[src/rtl/memarb_pkg.sv]
// Shared types and helpers for the unified-memory arbiter.
// Covers the FSM state encoding, the owner tag, the watchdog width and a saturating increment.
package memarb_pkg;

    typedef enum logic [1:0] {ARB_IDLE, ARB_GRANT, ARB_WAIT, ARB_RESP} arb_state_t;
    typedef enum logic {OWNER_I, OWNER_D} arb_owner_t;

    localparam int WD_W     = 8;
    localparam int STARVE_W = 3;

    function automatic logic [STARVE_W-1:0] sat_inc(input logic [STARVE_W-1:0] v);
        return (v == '1) ? v : v + 1'b1;
    endfunction

endpackage

[src/rtl/arb_watchdog.sv]
// Watchdog for outstanding memory transactions.
// Counts enabled cycles after a clear and flags expiry at TIMEOUT.
module arb_watchdog
    import memarb_pkg::*;
#(
    parameter int TIMEOUT = 255
) (
    input  logic clk,
    input  logic reset,
    input  logic i_clear,
    input  logic i_enable,
    output logic o_expired
);

    logic [WD_W-1:0] r_count;

    assign o_expired = (r_count == WD_W'(TIMEOUT));

    // Holds at the terminal count so a stalled enable can never wrap back to zero.
    always_ff @(posedge clk or negedge reset) begin
        if (!reset) begin
            r_count <= '0;
        end else if (i_clear) begin
            r_count <= '0;
        end else if (i_enable && !o_expired) begin
            r_count <= r_count + 1'b1;
        end
    end

endmodule

[src/rtl/mem_arbiter.sv]
// Two-requester arbiter for a single-port unified memory: fetch (read-only) and data (read/write).
// Data has priority, bounded by an anti-starvation counter; a watchdog aborts unacknowledged accesses.
//
//  state     | meaning
//  ARB_IDLE  | pick a winner, latch its address/we/wdata into mem_*
//  ARB_GRANT | mem_req raised, watchdog cleared
//  ARB_WAIT  | waiting for mem_ack or watchdog expiry
//  ARB_RESP  | one-cycle ack pulse to the winner
module mem_arbiter
    import memarb_pkg::*;
#(
    parameter int AW           = 32,
    parameter int DW           = 64,
    parameter int STARVE_LIMIT = 4,
    parameter int TIMEOUT      = 255
) (
    input  logic          clk,
    input  logic          reset,
    input  logic          i_req,
    input  logic [AW-1:0] i_addr,
    output logic [DW-1:0] i_rdata,
    output logic          i_ack,
    input  logic          d_req,
    input  logic          d_we,
    input  logic [AW-1:0] d_addr,
    input  logic [DW-1:0] d_wdata,
    output logic [DW-1:0] d_rdata,
    output logic          d_ack,
    output logic          mem_req,
    output logic          mem_we,
    output logic [AW-1:0] mem_addr,
    output logic [DW-1:0] mem_wdata,
    input  logic [DW-1:0] mem_rdata,
    input  logic          mem_ack,
    output logic          timeout_err
);

    arb_state_t          r_state, w_next_state;
    arb_owner_t          r_owner;
    logic [STARVE_W-1:0] r_starve_cnt;
    logic                r_mem_req, r_mem_we, r_timeout_err;
    logic [AW-1:0]       r_mem_addr;
    logic [DW-1:0]       r_mem_wdata, r_i_rdata, r_d_rdata;
    logic                w_any_req, w_grant_d, w_wd_clear, w_wd_enable, w_wd_expired;

    assign w_any_req = i_req | d_req;
    assign w_grant_d = d_req && !(i_req && (r_starve_cnt == STARVE_W'(STARVE_LIMIT)));

    arb_watchdog #(.TIMEOUT(TIMEOUT)) u_watchdog (
        .clk       (clk),
        .reset     (reset),
        .i_clear   (w_wd_clear),
        .i_enable  (w_wd_enable),
        .o_expired (w_wd_expired)
    );

    always_ff @(posedge clk or negedge reset) begin
        if (!reset) begin
            r_state <= ARB_IDLE;
        end else begin
            r_state <= w_next_state;
        end
    end

    always_comb begin
        w_next_state = r_state;
        w_wd_clear   = 1'b0;
        w_wd_enable  = 1'b0;
        unique case (r_state)
            ARB_IDLE:  if (w_any_req) w_next_state = ARB_GRANT;
            ARB_GRANT: begin
                w_wd_clear   = 1'b1;
                w_next_state = ARB_WAIT;
            end
            ARB_WAIT: begin
                w_wd_enable = 1'b1;
                if (mem_ack || w_wd_expired) w_next_state = ARB_RESP;
            end
            ARB_RESP:  w_next_state = ARB_IDLE;
            default:   w_next_state = ARB_IDLE;
        endcase
    end

    always_ff @(posedge clk or negedge reset) begin
        if (!reset) begin
            r_owner       <= OWNER_I;
            r_starve_cnt  <= '0;
            r_mem_req     <= 1'b0;
            r_mem_we      <= 1'b0;
            r_mem_addr    <= '0;
            r_mem_wdata   <= '0;
            r_i_rdata     <= '0;
            r_d_rdata     <= '0;
            r_timeout_err <= 1'b0;
        end else begin
            if (r_state == ARB_IDLE && w_any_req) begin
                r_mem_req <= 1'b1;
                if (w_grant_d) begin
                    r_owner     <= OWNER_D;
                    r_mem_we    <= d_we;
                    r_mem_addr  <= d_addr;
                    r_mem_wdata <= d_wdata;
                    if (i_req) r_starve_cnt <= sat_inc(r_starve_cnt);
                end else begin
                    r_owner      <= OWNER_I;
                    r_mem_we     <= 1'b0;
                    r_mem_addr   <= i_addr;
                    r_mem_wdata  <= '0;
                    r_starve_cnt <= '0;
                end
            end
            // An ack arriving in the same cycle as expiry still counts as a completion.
            if (r_state == ARB_WAIT) begin
                if (mem_ack) begin
                    r_mem_req <= 1'b0;
                    if (r_owner == OWNER_I) r_i_rdata <= mem_rdata;
                    else if (!r_mem_we)     r_d_rdata <= mem_rdata;
                end else if (w_wd_expired) begin
                    r_mem_req     <= 1'b0;
                    r_timeout_err <= 1'b1;
                end
            end
        end
    end

    assign i_ack       = (r_state == ARB_RESP) && (r_owner == OWNER_I);
    assign d_ack       = (r_state == ARB_RESP) && (r_owner == OWNER_D);
    assign i_rdata     = r_i_rdata;
    assign d_rdata     = r_d_rdata;
    assign mem_req     = r_mem_req;
    assign mem_we      = r_mem_we;
    assign mem_addr    = r_mem_addr;
    assign mem_wdata   = r_mem_wdata;
    assign timeout_err = r_timeout_err;

endmodule
[config.mk]
export PLATFORM = sky130hd
export DESIGN_NAME = mem_arbiter
export DESIGN_NICKNAME = d
export VERILOG_FILES = /design/src/rtl/memarb_pkg.sv /design/src/rtl/arb_watchdog.sv /design/src/rtl/mem_arbiter.sv
export SDC_FILE = /design/constraint.sdc
export NUM_CORES = 1
export LEC_CHECK = 0
export CORE_AREA = 2 2 167 169
export DETAILED_ROUTE_END_ITERATION = 7
export DIE_AREA = 0 0 169 171
export PLACE_DENSITY = 0.69
export SYNTH_ARGS = -nofsm -noshare
export SYNTH_HDL_FRONTEND = slang
export SYNTH_SLANG_ARGS = --single-unit
[constraint.sdc]
create_clock -name clk -period 3.6 [get_ports clk]
set_input_delay 0.72 -clock clk [delete_from_list [all_inputs] [get_ports clk]]
set_output_delay 0.72 -clock clk [all_outputs]
set_load 0.005 [all_outputs]
==> results.rst <==
.. list-table::
   :header-rows: 1

   * - Metric
     - Value
   * - Cell-internal power
     - 8.93 mW
   * - DR pass1 iterations
     - 5
   * - Last weighted congestion value of the routability-driven placer
     - 0.878
   * - Adder-Cell Fraction of Synth Area
     - 1.18%
   * - Total wire length after detailed routing
     - 28.0 mm
   * - Pwr/cell area
     - 835 nW/um^2
   * - Number of buffers created by CTS
     - 27
   * - Post-synthesis compound-gate area fraction
     - 11.6%
   * - GR Overflow Total
     - 0
   * - Deepest level of the CTS H-tree
     - 1
   * - Overall die width
     - 169 um
   * - CTS Hold Buffers Added
     - 0
   * - All-Layer GR Usage
     - 18.4%
   * - Number of global-route vias before repair
     - 7452
   * - Clock tree from TritonCTS
     - yes
   * - Number of sinks driven by the clock tree
     - 241
   * - Share of the yosys chip area belonging to registers
     - 63.3%
   * - Share of post-route cells with drive strength above 1
     - 12.3%
   * - Setup-failing EPs final
     - 0
   * - Max-Cap Viols
     - 0
   * - Final setup TNS
     - 0 ns
   * - Final-report hold violation count
     - 0
   * - Depth of the worst register-to-register path
     - 5
   * - Startpoint of the most critical register-to-register path
     - r_state[0]
   * - Warnings from Yosys
     - 0
   * - Hpwl dp
     - 20.4 mm
   * - Number of top-level pins
     - 427
   * - Final Max Tran Viols
     - 0
   * - Critical path start-end classification
     - reg2out
   * - Combinational family with the most area after synthesis
     - multiplexers
   * - Element type at the critical path start
     - register
   * - Worst Max-Slew Pin Slew
     - 0.817 ns
   * - Vias per std cell
     - 5.02
   * - Switching share of total power
     - 29.0%
   * - Top_reg_cell synth
     - dfrtp_1
   * - Setup slack of the most critical reg-to-reg path
     - 1.16 ns
   * - Source-to-sink clock delay at the later pin of the worst-skew pair
     - 0.55 ns
   * - Post-synthesis simple-gate area fraction
     - 5.12%
   * - ANT nets after route
     - 0
   * - Routed wirelength normalized by instance count
     - 19.0 um
   * - Time the worst path needs with I/O delays and setup
     - 2.47 ns
   * - Leakage power summed over all cells
     - 6.40 nW
   * - Crit Path Max Fanout
     - 3
   * - Number of core rows
     - 61
   * - Core area
     - 27300 sq um
   * - Cell area after synthesis
     - 9530 sq um
   * - Multiplexer fraction of the synthesized cell area
     - 15.6%
   * - Count of flip-flops with a built-in enable after synthesis
     - 0
   * - Routed via count
     - 7405
   * - Power spent charging and discharging nets
     - 3.64 mW
   * - Largest net degree at the start of global routing
     - 83
   * - Die ar.
     - 28900 sq um
   * - Status
     - finished, final reports clean
   * - Height of the die
     - 171 um
   * - Post-Syn Instances
     - 689
   * - Worst supply voltage drop on vdd
     - 0.399 mV
   * - Flip-flop and latch count after synthesis
     - 241
   * - Final Cycle Share
     - 68.7%
   * - Final core utilization
     - 55.1%
   * - Seq pwr share
     - 37.1%
   * - DRC
     - 0
   * - Class of the tightest hold or removal check
     - in2async
   * - Final setup skew
     - 0.0240 ns
   * - Worst EP required
     - 2.88 ns
   * - Area growth from synthesis to layout
     - 58.0%
   * - Syn avg cell area
     - 13.8 sq um
   * - CP Data Arrival Time
     - 1.75 ns
   * - Post-placement setup slack
     - 0.789 ns
   * - Post-synthesis cell type count
     - 43
   * - Final-stage net count
     - 1318
   * - Worst Setup End Kind
     - output port
   * - Wire length of the first global-routing pass
     - 41.9 mm
   * - Number of antenna repair diodes
     - 0
   * - Number of instances resized during post-cts repair
     - 0
   * - Initial antenna violation count
     - 0
   * - Worst rel slew slack
     - 45.4%
   * - Capture instance of the worst register-to-register path
     - i_rdata[63]
   * - Combinational share of power
     - 41.1%
   * - Nets in the synthesized netlist
     - 896
   * - Clock root buffer
     - clkbuf_16
   * - Initial core utilization
     - 34.9%
   * - Setup repair after global routing missed its margin
     - false
   * - Setup Fix Bufs, Post-CTS
     - 0
   * - Highest attainable clock frequency
     - 0.404 GHz
   * - Post-layout worst setup margin
     - 1.13 ns
   * - Clock power share
     - 21.8%
   * - Async set-or-reset flop fraction in the synthesized netlist
     - 100%
   * - Placed cells
     - 1428
   * - Xor and xnor fraction of the mapped netlist area
     - 0%
   * - Clock tree buffer depth
     - 3
   * - Buffers added on ports
     - 426
   * - Detailed router's first-iteration violation count
     - 377
   * - Clock input transition at the sequential cells of the worst setup and hold paths
     - 0.06 ns
   * - Non-filler instance count after layout
     - 1476
[kinds of logic (layout without fill, tap and decap cells)]
kind of cell               Yosys count  count (layout)
buffers and inverters               57             498
AOI/OAI and AO/OA                  154             154
DFF                                241             241
and+or+nand+nor                     96              96
muxes                              132             132
adders and majority gates            9               9
[final cells by class]
cell class                      count  area (sq um)
Fill cell                        2285         12300
Sequential cell                   241          6030
Timing Repair Buffer              444          4480
Multi-Input combinational cell    391          3210
Clock buffer                       41           808
Tap cell                          346           433
Clock inverter                      7          81.3
Inverter                            6          22.5
[through the flow]
step           hold slack [ns]  instance area [sq um]  power, mW
3_3_place_gp             0.455                  14200       9.81
6_report                 0.180                  15100       12.6
2_1_floorplan            0.424                   9530       6.58
3_5_place_dp             0.455                  14200       9.94
5_1_grt                  0.218                  15100       13.3
4_1_cts                  0.190                  15100       12.7
[placed cells by master, fill, tap and decap left out, types with 8 or more instances in the layout]
cell type        instances
mux2_1                  60
a31oi_1                 35
a22o_1                  67
ha_1                     9
dfrtp_1                241
nor2_1                  36
nand3_1                 33
buf_4                   12
clkbuf_8                 8
clkbuf_16               27
mux2_2                  70
clkdlybuf4s50_1        425
o21ai_0                 32
[flip-flops by register name (all words and copies together) (netlist names)]
name	count
mem_addr	32
r_starve_cnt	3
mem_req	1
r_owner	1
u_watchdog.r_count	8
r_state	2
mem_wdata	64
i_rdata	64
timeout_err	1
mem_we	1
d_rdata	64
[critical path: stages (launching register included)]
cell and delay (ns):
dfrtp_1 0.40, ha_1 0.24, and2_1 0.15, clkdlybuf4s50_1 0.44
[synth_stat cells, types with 3 or more instances]
| cell type | number | area, sq um |
|---|---|---|
| ha_1 | 9 | 113 |
| buf_6 | 5 | 56.3 |
| buf_2 | 23 | 115 |
| nand3_1 | 33 | 165 |
| a21oi_1 | 6 | 30.0 |
| a211oi_1 | 4 | 30.0 |
| buf_4 | 7 | 52.6 |
| a22o_1 | 67 | 587 |
| nor2b_1 | 3 | 18.8 |
| clkbuf_1 | 16 | 60.1 |
| inv_1 | 6 | 22.5 |
| nor2_1 | 36 | 135 |
| nand2b_1 | 3 | 18.8 |
| o21ai_0 | 32 | 160 |
| dfrtp_1 | 241 | 6030 |
| nor3_1 | 3 | 15.0 |
| and3_1 | 4 | 25.0 |
| a31oi_1 | 35 | 219 |
| mux2_1 | 60 | 676 |
| mux2_2 | 70 | 788 |
| and4_1 | 3 | 26.3 |
[metal layers]
layer	wire length [um]	global-route usage, %
met1	10900	21.7
met2	13900	32.0
met3	2330	5.30
met4	923	6.76
met5	0	0
[how the worst max path moves through the flow]
stage,endpoint,from
2_1_floorplan,r_state[0],d_req
3_3_place_gp,i_rdata[32],mem_ack
3_5_place_dp,i_rdata[50],mem_ack
4_1_cts,d_ack,r_state[0]
5_1_grt,i_rdata[21],r_state[0]
6_report,d_ack,r_state[0]
[power groups by stage]
| stage | clock network, mW | registers, mW | logic (mW) |
|---|---|---|---|
| 2_1_floorplan | 0 | 4.72 | 1.86 |
| 3_3_place_gp | 0 | 4.67 | 5.15 |
| 3_5_place_dp | 0 | 4.70 | 5.24 |
| 4_1_cts | 2.80 | 4.68 | 5.24 |
| 5_1_grt | 2.92 | 4.83 | 5.56 |
| 6_report | 2.74 | 4.67 | 5.17 |
No activity file was read; power rests on OpenSTA's default activity.
